## config.mk

```make
export PLATFORM = sky130hd
export DESIGN_NAME = seq_pattern_loader
export DESIGN_NICKNAME = d
export VERILOG_FILES = /design/src/rtl/seq_pattern_loader_pkg.sv /design/src/rtl/seq_pattern_loader_uart_rx_byte.sv /design/src/rtl/seq_pattern_loader.sv
export SDC_FILE = /design/constraint.sdc
export NUM_CORES = 1
export LEC_CHECK = 0
export BUFFER_PORTS_ARGS = -buffer_cell sky130_fd_sc_hd__buf_4
export CAP_MARGIN = 25
export CORE_MARGIN = 4
export CORE_UTILIZATION = 62
export DETAILED_ROUTE_END_ITERATION = 8
export PLACE_DENSITY = 0.83
export SYNTH_ARGS = -nofsm -noshare
export SYNTH_HDL_FRONTEND = slang
export SYNTH_HIERARCHICAL = 1
export SYNTH_SLANG_ARGS = --single-unit
```

## constraint.sdc

```tcl
create_clock -name clk -period 2.3 [get_ports clk]
set_input_delay 0.46 -clock clk [delete_from_list [all_inputs] [get_ports clk]]
set_output_delay 0.46 -clock clk [all_outputs]
set_load 0.03 [all_outputs]
```

## src/rtl/seq_pattern_loader_pkg.sv

```systemverilog
// seq_pattern_loader_pkg: shared frame constants and FSM state types
package seq_pattern_loader_pkg;
  localparam logic [7:0] HDR_BYTE = 8'hA5;
  localparam int NUM_ROWS = 8;
  typedef enum logic [1:0] {IDLE, START, DATA, STOP} rx_state_t;
  typedef enum logic [1:0] {HUNT, ROWS, CSUM, COMMIT} fr_state_t;
endpackage

```

## src/rtl/seq_pattern_loader_uart_rx_byte.sv

```systemverilog
// uart_rx_byte: 8N1 receiver; clk, rst (async low), rxd raw line in; data byte, valid and ferr one-cycle pulses out
module uart_rx_byte
  import seq_pattern_loader_pkg::*;
#(
  parameter int DIV = 234
) (
  input  logic       clk,
  input  logic       rst,
  input  logic       rxd,
  output logic [7:0] data,
  output logic       valid,
  output logic       ferr
);
  localparam int CW = $clog2(DIV + 1);
  localparam logic [CW-1:0] LAST = CW'(DIV - 1);
  localparam logic [CW-1:0] MID = CW'(DIV / 2 - 1);
  rx_state_t st, st_n;
  logic s1, s2, s3, valid_n, ferr_n;
  logic [CW-1:0] cnt, cnt_n;
  logic [2:0] idx, idx_n;
  logic [7:0] sh_n;
  always_ff @(posedge clk or negedge rst)
    if (!rst) begin
      {s3, s2, s1} <= 3'b111;
      st <= IDLE;
      cnt <= '0;
      idx <= '0;
      data <= '0;
      valid <= 1'b0;
      ferr <= 1'b0;
    end else begin
      {s3, s2, s1} <= {s2, s1, rxd};
      st <= st_n;
      cnt <= cnt_n;
      idx <= idx_n;
      data <= sh_n;
      valid <= valid_n;
      ferr <= ferr_n;
    end
  always_comb begin
    st_n = st;
    cnt_n = cnt + 1'b1;
    idx_n = idx;
    sh_n = data;
    valid_n = 1'b0;
    ferr_n = 1'b0;
    case (st)
      IDLE: begin
        cnt_n = '0;
        idx_n = '0;
        st_n = s3 & ~s2 ? START : IDLE;
      end
      START: if (cnt == MID) begin
        cnt_n = '0;
        st_n = s2 ? IDLE : DATA;
      end
      DATA: if (cnt == LAST) begin
        cnt_n = '0;
        sh_n = {s2, data[7:1]};
        idx_n = idx + 1'b1;
        st_n = idx == 3'd7 ? STOP : DATA;
      end
      STOP: if (cnt == LAST) begin
        st_n = IDLE;
        valid_n = s2;
        ferr_n = ~s2;
      end
      default: st_n = IDLE;
    endcase
  end
endmodule

```

## src/rtl/seq_pattern_loader.sv

```systemverilog
// seq_pattern_loader: UART frame (A5, 8 rows, xor) to 8x8 grid writes; clk, rst (async low), rxd in; wr_en/wr_addr/wr_data, busy, frame_ok, frame_err out
module seq_pattern_loader
  import seq_pattern_loader_pkg::*;
#(
  parameter int CLK_HZ = 27000000,
  parameter int BAUD = 115200,
  parameter int TIMEOUT_BITS = 16
) (
  input  logic       clk,
  input  logic       rst,
  input  logic       rxd,
  output logic       wr_en,
  output logic [2:0] wr_addr,
  output logic [7:0] wr_data,
  output logic       busy,
  output logic       frame_ok,
  output logic       frame_err
);
  localparam int DIV = CLK_HZ / BAUD;
  localparam int TO = TIMEOUT_BITS * DIV;
  localparam int GW = $clog2(TO + 1);
  localparam logic [2:0] LAST_ROW = 3'(NUM_ROWS - 1);
  fr_state_t fst, fst_n;
  logic [7:0] data, csum, csum_n, pend_d, hd;
  logic [7:0] rows [NUM_ROWS];
  logic [2:0] row, row_n;
  logic [GW-1:0] gap, gap_n;
  logic valid, ferr, pend, pend_n, ok_n, err_n, hv, abort;
  uart_rx_byte #(.DIV(DIV)) u_rx (
    .clk(clk),
    .rst(rst),
    .rxd(rxd),
    .data(data),
    .valid(valid),
    .ferr(ferr)
  );
  // a byte finishing during COMMIT is held and judged once back in HUNT
  assign hv = valid | pend;
  assign hd = pend ? pend_d : data;
  assign abort = ferr | (gap == GW'(TO - 1));
  assign wr_en = fst == COMMIT;
  assign wr_addr = wr_en ? row : '0;
  assign wr_data = wr_en ? rows[row] : '0;
  assign busy = fst != HUNT;
  always_ff @(posedge clk or negedge rst)
    if (!rst) begin
      fst <= HUNT;
      row <= '0;
      csum <= '0;
      gap <= '0;
      pend <= 1'b0;
      pend_d <= '0;
      frame_ok <= 1'b0;
      frame_err <= 1'b0;
      for (int i = 0; i < NUM_ROWS; i++) rows[i] <= '0;
    end else begin
      fst <= fst_n;
      row <= row_n;
      csum <= csum_n;
      gap <= gap_n;
      pend <= pend_n;
      frame_ok <= ok_n;
      frame_err <= err_n;
      if (fst == ROWS && valid) rows[row] <= data;
      if (wr_en && valid) pend_d <= data;
    end
  always_comb begin
    fst_n = fst;
    row_n = row;
    csum_n = csum;
    gap_n = gap + 1'b1;
    pend_n = pend | (wr_en & valid);
    ok_n = 1'b0;
    err_n = 1'b0;
    case (fst)
      HUNT: begin
        row_n = '0;
        csum_n = '0;
        gap_n = '0;
        pend_n = 1'b0;
        fst_n = hv && hd == HDR_BYTE ? ROWS : HUNT;
      end
      ROWS: if (valid) begin
        gap_n = '0;
        csum_n = csum ^ data;
        row_n = row + 1'b1;
        fst_n = row == LAST_ROW ? CSUM : ROWS;
      end else if (abort) begin
        err_n = 1'b1;
        fst_n = HUNT;
      end
      CSUM: if (valid) begin
        fst_n = data == csum ? COMMIT : HUNT;
        err_n = data != csum;
      end else if (abort) begin
        err_n = 1'b1;
        fst_n = HUNT;
      end
      COMMIT: begin
        row_n = row + 1'b1;
        fst_n = row == LAST_ROW ? HUNT : COMMIT;
        ok_n = row == LAST_ROW;
      end
      default: fst_n = HUNT;
    endcase
  end
endmodule

```

Word level (Yosys, flattened, before mapping)
Index checks and enable logic that the tools add are counted.
{"block": "classes", "addsub": 4, "magnitude_cmp": 2, "n_eq_ne": 18, "muxes": 45, "bitwise_logic": 8, "n_reduce_logical": 15}
{"cell": "$bwmux 64", "n": 1}
{"cell": "$mux 8", "n": 8}
{"cell": "$bmux 8 s3", "n": 1}
{"cell": "$demux 8 s3", "n": 1}
{"cell": "$pmux 12 s2", "n": 1}
{"cell": "$pmux 8 s3", "n": 1}
{"cell": "$mux 2", "n": 10}
{"cell": "$eq 8x8->1 const B", "n": 2}
{"cell": "$pmux 2 s4", "n": 2}
{"cell": "$pmux 8 s2", "n": 1}
{"cell": "$add 12x1->12 const B", "n": 1}
{"cell": "$eq 12x12->1 const B", "n": 1}
{"cell": "$mux 1", "n": 12}
{"cell": "$mux 12", "n": 1}
{"cell": "$mux 3", "n": 3}
{"cell": "$pmux 3 s3", "n": 1}
{"cell": "$add 8x1->8 const B", "n": 1}
{"cell": "$eq 2x2->1 const B", "n": 4}
{"cell": "$eq 8x7->1 const B", "n": 1}
{"cell": "$eq 8x8->1", "n": 1}
{"cell": "$ne 2x1->1 const B", "n": 4}
{"cell": "$ne 8x8->1", "n": 1}
{"cell": "$reduce_and 2->1", "n": 4}
{"cell": "$xor 8x8->8", "n": 1}
{"cell": "other kinds (16)", "n": 28}
{"block": "word_totals", "reg_bits": 126, "inputBits": 3, "output_inout_bits": 15, "word_cells": 117}

Longest topological paths before layout
Gate-level depths: netlist of run 1.
{"block": "depth", "word_depth": 6, "mapped_depth": 8, "ltp_nobuf": 6}

Modules after synthesis
Netlist of run 1, hierarchy kept.
{"module": "seq_pattern_loader", "instances": 1, "cells_each": 387, "area_per_inst_um2": 4979.8, "seq_area_each_um2": 2502.4}
{"module": "uart_rx_byte", "instances": 1, "cells_each": 102, "area_per_inst_um2": 1229.9, "seq_area_each_um2": 654.4}

Worst setup path before layout of run 1
OpenSTA, ideal clock, no wires.
{"block": "synth_path", "kind": "register to output", "from": "register row[2]", "to": "output port wr_data[0]", "arrival_time_ns": 1.810, "required_ns": 1.840, "setup_slack_ns": 0.030, "stages_incl_launch_ff": 6, "n_path_buf": 2, "cell_sequence": "dfrtp_1 -> buf_2 -> buf_2 -> mux4_2 -> nand2_1 -> a21boi_0"}
{"block": "synth_via", "elab_chain_cells": 5}
{"element": "start, declared", "line_no": "seq_pattern_loader.sv:26", "source": "logic [2:0] row, row_n;"}
{"element": "start signal, assigned", "line_no": "seq_pattern_loader.sv:58", "source": "row <= row_n;"}
{"element": "$not 3->4 (implied by the code)", "line_no": "seq_pattern_loader.sv:43", "source": "assign wr_data = wr_en ? rows[row] : '0;"}
{"element": "$bmux 8 s3", "line_no": "seq_pattern_loader.sv:43"}
{"element": "$mux 8 (implied by the code) (2 in series)", "line_no": "seq_pattern_loader.sv:43"}
{"element": "$mux 8", "line_no": "seq_pattern_loader.sv:43"}
{"element": "end, declared", "line_no": "seq_pattern_loader.sv:14", "source": "output logic [7:0] wr_data,"}
No other way between the ends. The select of a mux whose other input is x is not followed.

Final worst setup path of run 1
{"block": "layout_path", "from": "register row[0]", "to": "output port wr_data[3]"}
The elaborated chain is that of the path after synthesis.

==> results of run 1 <==
## sequential cells by signal, indices dropped and copies added (netlist names), named ones only
register and flops:
u_rx/s3 1, rows 64, u_rx/data 8, fst 2, u_rx/s1 1, csum 8, u_rx/st 1, pend 1
pend_d 8, gap 12, u_rx/valid 1, frame_err 1, u_rx/ferr 1, u_rx/cnt 8, u_rx/idx 3, frame_ok 1
u_rx/s2 1, row 3
## worst max path at each step
stage	startpoint	end	slack [ns]	depth (start not counted)
6_report	row[0]	wr_data[3]	-0.20	5
5_1_grt	row[0]	wr_data[1]	-0.26	5
4_1_cts	row[0]	wr_data[5]	-0.17	5
3_5_place_dp	fst[1]	rows[63]	0.21	5
3_3_place_gp	fst[1]	rows[61]	0.27	5
2_1_floorplan	row[2]	wr_data[0]	0.03	5
## stage by stage
step / hold WS [ns] / utilization
finish: 0.0423 / 0.743
global placement: 0.313 / 0.673
global route: 0.0156 / 0.743
detailed placement: 0.315 / 0.673
CTS: 0.0272 / 0.736
floorplan: 0.164 / -
## kinds of logic after synthesis
family	share of synthesized area
mux	0.211
xor+xnor	0.0282
buf+inv	0.0280
simple gates	0.125
compound gates	0.0750
fa+ha+maj	0.0242
flops	0.508
## cells in the mapped netlist (all sizes together), types with 11 or more instances
| cell | n | area share |
|---|---|---|
| nand2 | 32 | 0.019 |
| inv | 11 | 0.0066 |
| nor3 | 11 | 0.016 |
| o21ai | 17 | 0.014 |
| ha | 12 | 0.024 |
| nand2b | 12 | 0.012 |
| mux2 | 81 | 0.15 |
| buf | 14 | 0.013 |
| nor2 | 21 | 0.014 |
| clkbuf | 14 | 0.0085 |
| xor2 | 15 | 0.021 |
| mux4 | 16 | 0.058 |
| dfrtp | 123 | 0.50 |
## routing by layer
metal	routed length [um]	vias to the layer above
met3	1010	30
li1	-	1860
met1	5890	2147
met4	221	0
met5	0	-
met2	7350	164
## power breakdown
part           internal (mW)  total (mW)  leakage [nW]  switching (mW)
Combinational          0.100       0.235          1.35           0.135
Clock                   1.38        2.52         0.272            1.14
Sequential              2.27        2.34          1.74          0.0755
## what timing repair did
item | CTS | global route
setup buffers | 3 | 0
hold buffers | 1 | 0
cloned | 1 | 1
setup endpoints to repair | 8 | 12
endpoints found under the hold margin | 11 | 0
gates resized for setup | 11 | 21
pin swaps | 0 | 9
## critical path, stage by stage (launching register included)
cell and delay [ns]:
dfrtp_2 0.47, buf_12 0.17, mux4_2 0.53, nand2_2 0.12
a21boi_2 0.08, buf_6 0.14
## cell type report
class / count / area [um^2] / share of cell area
Clock buffer: 17 / 414 / 0.0570
Clock inverter: 15 / 140 / 0.0193
Inverter: 11 / 41.3 / 0.00569
Multi-Input combinational cell: 324 / 2920 / 0.402
Sequential cell: 126 / 3160 / 0.435
Tap cell: 133 / 166 / 0.0229
Timing Repair Buffer: 46 / 417 / 0.0574
==> impl_results.md, run 1 <==
- Worst slew margin: 0.461
- Longest Clk Path Bufs: 2
- GRT Total Usage: 0.259
- Vias: ~4,200
- CTS Sinks: 126
- TritonCTS Buffers: 17
- Worst R2R Start: fst[1]
- Minimum clock period: 2.50 ns
- Vias per Instance: ~6.3
- Critical path arrival: between 2 and 2.5 ns
- Worst slew pin tran: roughly 0.80 ns
- RSZ-0062 raised after global routing: yes
- Reg-to-reg endpoint: rows[60]
- Fin crit share: 1.09
- Final worst slack: -0.197 ns
- Setup slack, reg-to-reg: approximately 0.14 ns
- Start point of the worst hold path: rxd
- Placed insts: 635
- Worst Skew: 0.0121 ns
- Status: finished with violations
- Pwr Total: ~5.1 mW
- Commonest non-fill, non-tap cell in the layout: dfrtp_1
- Largest net degree at the start of global routing: 80
- Chip height: 108 um
- Antenna violations before repair: 0
- Most frequent cells in the layout: 120 x dfrtp_1, 73 x mux2_2, 36 x buf_4, 24 x nand2_1, 18 x nor2_1
- Ports: 18
- EDFF count, synth: 0
- GP Congestion: ~0.84
- FFs w/ async S/R, synth: 1.00
- CTS tree: done
- Skew-Pair Late Insertion Delay: around 0.53 ns
- Core area: 0.00977 mm^2
- Max Fclk: about 0.40 GHz
- CTS H-tree depth: 4
- Leakage: 3.36 nW
- Worst VDD drop: 0.549 mV
- WL/cell: 21.5 um
- Placed Instance Area: 0.00658 mm^2
- Post-synthesis sequential area ratio: 0.508
- Maximum fanout along the worst path: 7
- Die ar.: around 0.012 mm^2
- Ys flop type: dfrtp_1
- DRC viols: 0
- Num rows: 36
- Worst EP required: around 1.8 ns
- Final WL: ~14,000 um
- Hold-critical path depth: 1
- Reg2Reg Depth: 5
- PortBufs: 17
- Final ANT Viol Nets: 0
- Final std cells w/o fill: between 600 and 700
- Root cell of the clock tree: clkbuf_8
- Initial core utilization: 0.635
- Post-DP HPWL: just under 9000 um
- FILL cells: about 610
- Post-synthesis instance total: roughly 500
- Hold Path Class: primary input to register
- Clk pin slew, worst setup/hold paths: about 0.070 ns
- Crit Path Class: register to primary output
- Worst Hold End: u_rx/s1
- Final Hold Fails: 0
- Seq cells post-synth: about 130
- Die W: about 110 um
- GRT busiest layer: met2
- Setup_tns: -1.29 ns
- Critical Path Start Type: register
- Final Max Slew Viols: 0
- Synth Warn #: 6
- Max Cap Viol: 0
- Failing checks: setup timing
- 1st-pass router iterations: 5
- Area growth from synthesis to layout: 16.9%
- Layout Nets: 541
- Avg Synthesized Cell Area: around 13 um^2
- M3 GR Usage: 0.0704
- Setup violators final: 8
- Synth cell types: 60
- DRC marker count from the first detailed-route iteration: 366
- Met2 usage: 0.416
- Crit end category: primary output
- Vias in the first global route: ~4,300
- GR Layer Usage met1: 0.346
- Share of layout cells above drive strength 1: 0.382
- Total grt overflow: 0
- PD cells: 701 mW/mm^2
- Mapped cell area: 0.00621 mm^2
- Syn_nets: 504
- First-pass GRT wire length: between 20,000 and 25,000 um
- Design area: 0.00726 mm^2
- # diodes: 0
- Pre-CTS setup slack: ~0.21 ns
Power figures use the tool's default switching activity.
==> run 2: changes to the inputs <==
Settings changed: ABC_AREA set to 1.
==> run 2 against run 1 <==
The flow still finishes with violations (setup timing). Final cell count up 36%. Combinational power up 80%. Power up 7.4%. Core utilization up 2.3 points. Non-clock buffer count down 2. Critical path type unchanged. Largest cell class unchanged.
==> impl_results.md, run 2 <==
- Status: finished with violations
- Failing checks: setup timing
- Maximum fanout along the worst path: 8 (+1)
- Layout Nets: 787 (+45%)
- Slowest library cell on the worst path: dfrtp_2
- Crit-path max cell delay: 0.48 ns (-0.05 ns)
- Top flop regs: rows: 64 flops, gap: 12 flops
- Synth cell types: 35 (-42%)
- Critical Path Start Type: register
- Worst Setup EP: wr_data[5]
- Leakage: 3.42 nW (+1.8%)
- Reg2Reg Depth: 7 (+2)
- Synth Area in Compound Gates: 0.142 (+0.0673)
- Count leader, synth: nand2_1
- Reg-to-reg endpoint: rows[14]
- Crit Path Class: register to primary output
- Critical path depth: 6 (+1)
- Crit end category: primary output
- Vias per Instance: 5.85 (-6.4%)
- Area leader, netlist: dfrtp_1
- Setup violators final: 8 (unchanged)
- Crit path buf inv count: 2 (unchanged)
- Ports: 18 (unchanged)
- Post-DP HPWL: 9980 um (+14%)
- Die ar.: 0.0115 mm^2 (-1.6%)
- Post-synthesis instance total: 735 (+50%)
- TritonCTS Buffers: 17 (unchanged)
- Vias in the first global route: 5,287 (+22%)
- Total grt overflow: 0 (unchanged)
- # diodes: 0 (unchanged)
- Minimum clock period: 2.42 ns (-0.0724 ns)
- DRC viols: 0 (unchanged)
- Commonest non-fill, non-tap cell in the layout: nand2_1
- Top cells by count, synth: 199 x nand2_1, 123 x dfrtp_1, 85 x o21ai_0
- XOR/XNOR Fraction of Synth Area: 0.00430 (-0.0239)
- First-pass GRT wire length: 26,200 um (+15%)
- Worst slew pin tran: 0.508 ns (-0.293 ns)
- Skew-Pair Late Insertion Delay: 0.53 ns (about the same)
- FILL cells: 638 (+5.3%)
- WL/cell: 17.4 um (-19%)
- Pwr Total: 5.47 mW (+7.4%)
- Largest net degree at the start of global routing: 37 (-54%)
- Initial core utilization: 0.649 (+0.0132)
- Final Hold Fails: 0 (unchanged)
- Synth area leaders: dfrtp_1 50%, nand2_1 12%, o21ai_0 7.0%
- Core area: 0.00942 mm^2 (-3.7%)
- DRC marker count from the first detailed-route iteration: 619 (+69%)
- Post-Synth Adder-Cell Area: 0.0246 (+0.000411)
- CP cell instances: nor2_4 -> buf_6 -> o21a_1 -> o21ai_1 -> a31oi_1 -> buf_4
- Ys flop type: dfrtp_1
- Chip height: 107 um (-0.78%)
- Seq cells post-synth: 126 (unchanged)
- FFs w/ async S/R, synth: 1.00 (unchanged)
- RSZ-0062 raised after global routing: yes
- GRT Total Usage: 0.294 (+0.0351)
- Fin crit share: 1.05 (-0.0315)
- Worst R2R Start: fst[1]
- Most frequent cells in the layout: 195 x nand2_1, 120 x dfrtp_1, 73 x nor2_1, 73 x o21ai_0, 65 x inv_1
- Antenna violations before repair: 0 (unchanged)
- Cell family with most CP delay: flip-flops
- Max FFs per register: 64 (unchanged)
- Worst EP required: 1.84 ns (about the same)
- Final WL: 15,900 um (+9.9%)
- Setup_tns: -0.734 ns (+0.554 ns)
- 1st-pass router iterations: 6 (+1)
- Setup slack, reg-to-reg: 0.29 ns (+0.15 ns)
- CTS tree: done
- Final Max Slew Viols: 0 (unchanged)
- Worst Skew: 0.0131 ns (+0.000940 ns)
- Clk pin slew, worst setup/hold paths: 0.07 ns (about the same)
- Share of layout cells above drive strength 1: 0.161 (-0.222)
- Num rows: 35 (-2.8%)
- Area growth from synthesis to layout: 18.1%
- Vias: 5,348 (+27%)
- Register with the most flip-flops: rows
- PD cells: 759 mW/mm^2 (+8.2%)
- PortBufs: 17 (unchanged)
- Critical path arrival: 1.96 ns (-0.08 ns)
- Avg Synthesized Cell Area: 8.31 um^2 (-35%)
- Root cell of the clock tree: clkbuf_8
- Worst VDD drop: 0.575 mV (+4.8%)
- Max Fclk: 0.412 GHz (+3.0%)
- Synth Warn #: 6 (unchanged)
- Worst slew margin: 0.662 (+0.200)
- Mapped cell area: 0.00611 mm^2 (-1.7%)
- Simple-gate area share of the yosys netlist: 0.238 (+0.113)
- Mux share of post-synthesis cell area: 0 (-0.211)
- CTS H-tree depth: 4 (unchanged)
- GP Congestion: 0.949 (+13%)
- Max Cap Viol: 0 (unchanged)
- Launch point of the worst path: row[2]
- Longest Clk Path Bufs: 2 (unchanged)
- Final ANT Viol Nets: 0 (unchanged)
- EDFF count, synth: 0 (unchanged)
- Synth top area share: 0.504 (+0.00843)
- Largest family of logic cells by synthesized area: simple AND/OR/NAND/NOR gates
- Final worst slack: -0.124 ns (+0.0724 ns)
- Post-synthesis sequential area ratio: 0.517 (+0.00865)
- Hold Path Class: primary input to register
- Die W: 107 um (-0.78%)
- CTS Sinks: 126 (unchanged)
- Syn_nets: 750 (+49%)
-- run 2: cell types whose count changed in the layout (fill, tap and decap cells not counted), moves of 11 or more --
cell / delta
o21ai_1: +41
mux4_2: -16
mux2_2: -73
xor2_1: -12
inv_1: +54
nand2_1: +171
nor2_1: +55
o22ai_1: +11
nand2b_1: -12
nand3_1: +20
o21ai_0: +58
-- run 2: worst min-delay path by stage --
stage,start,to,slack [ns],cells past startpoint
5_1_grt,rxd,u_rx/s1,0.04,1
3_5_place_dp,u_rx/s1,u_rx/s2,0.35,0
3_3_place_gp,u_rx/s1,u_rx/s2,0.35,0
6_report,rxd,u_rx/s1,0.04,1
4_1_cts,rxd,u_rx/s1,0.03,1
2_1_floorplan,rst,csum[0],0.16,0
-- run 2: logic make-up after synthesis --
group           Yosys count
buf+inv                 101
flops                   126
fa+ha+maj                12
compound gates          156
simple gates            337
xor+xnor                  3
-- run 2: report_power, final --
part	internal, mW	switching (mW)	leakage [nW]	total (mW)
Clock	1.66	1.05	0.286	2.71
Sequential	2.26	0.0730	1.74	2.34
Combinational	0.126	0.297	1.40	0.423
Total	4.05	1.42	3.42	5.47
-- run 2: routing by layer --
| layer | part of all wire | GRT usage | up-vias | wire (um) |
|---|---|---|---|---|
| met1 | 0.40 | 0.390 | 2576 | 6330 |
| met3 | 0.096 | 0.0692 | 38 | 1530 |
| li1 | - | - | 2462 | - |
| met4 | 0.020 | 0.111 | 0 | 319 |
| met5 | 0 | 0 | - | 0 |
| met2 | 0.49 | 0.472 | 272 | 7720 |
-- run 2: per-stage QoR --
step / area (um^2) / hold slack [ns] / setup WS, ns / cells / util
6_report: 7210 / 0.0411 / -0.124 / 914 / 0.766
5_1_grt: 7210 / 0.0355 / -0.151 / 914 / 0.766
4_1_cts: 7100 / 0.0275 / -0.0855 / 910 / 0.755
3_5_place_dp: 6360 / 0.349 / 0.219 / 870 / 0.676
3_3_place_gp: 6360 / 0.347 / 0.260 / 870 / 0.676
2_1_floorplan: 6110 / 0.164 / 0.237 / 735 / -
-- run 2: final cells by class --
class	count	area, um^2	share of cell area
flip-flops and latches	126	3160	0.438
multi-input cells	508	2570	0.357
clock buffers	17	414	0.0575
repair buffers	44	410	0.0569
inverters	75	303	0.0420
clock inverters	15	184	0.0255
well taps	129	161	0.0224
-- run 2: timing repair --
item	4_1_cts	5_1_grt
endpoints found under the setup margin	8	8
cloned	0	0
endpoints found under the hold margin	32	0
buffers inserted	7	4
resized for setup	33	16
pin swaps	4	6
hold buffers	1	0
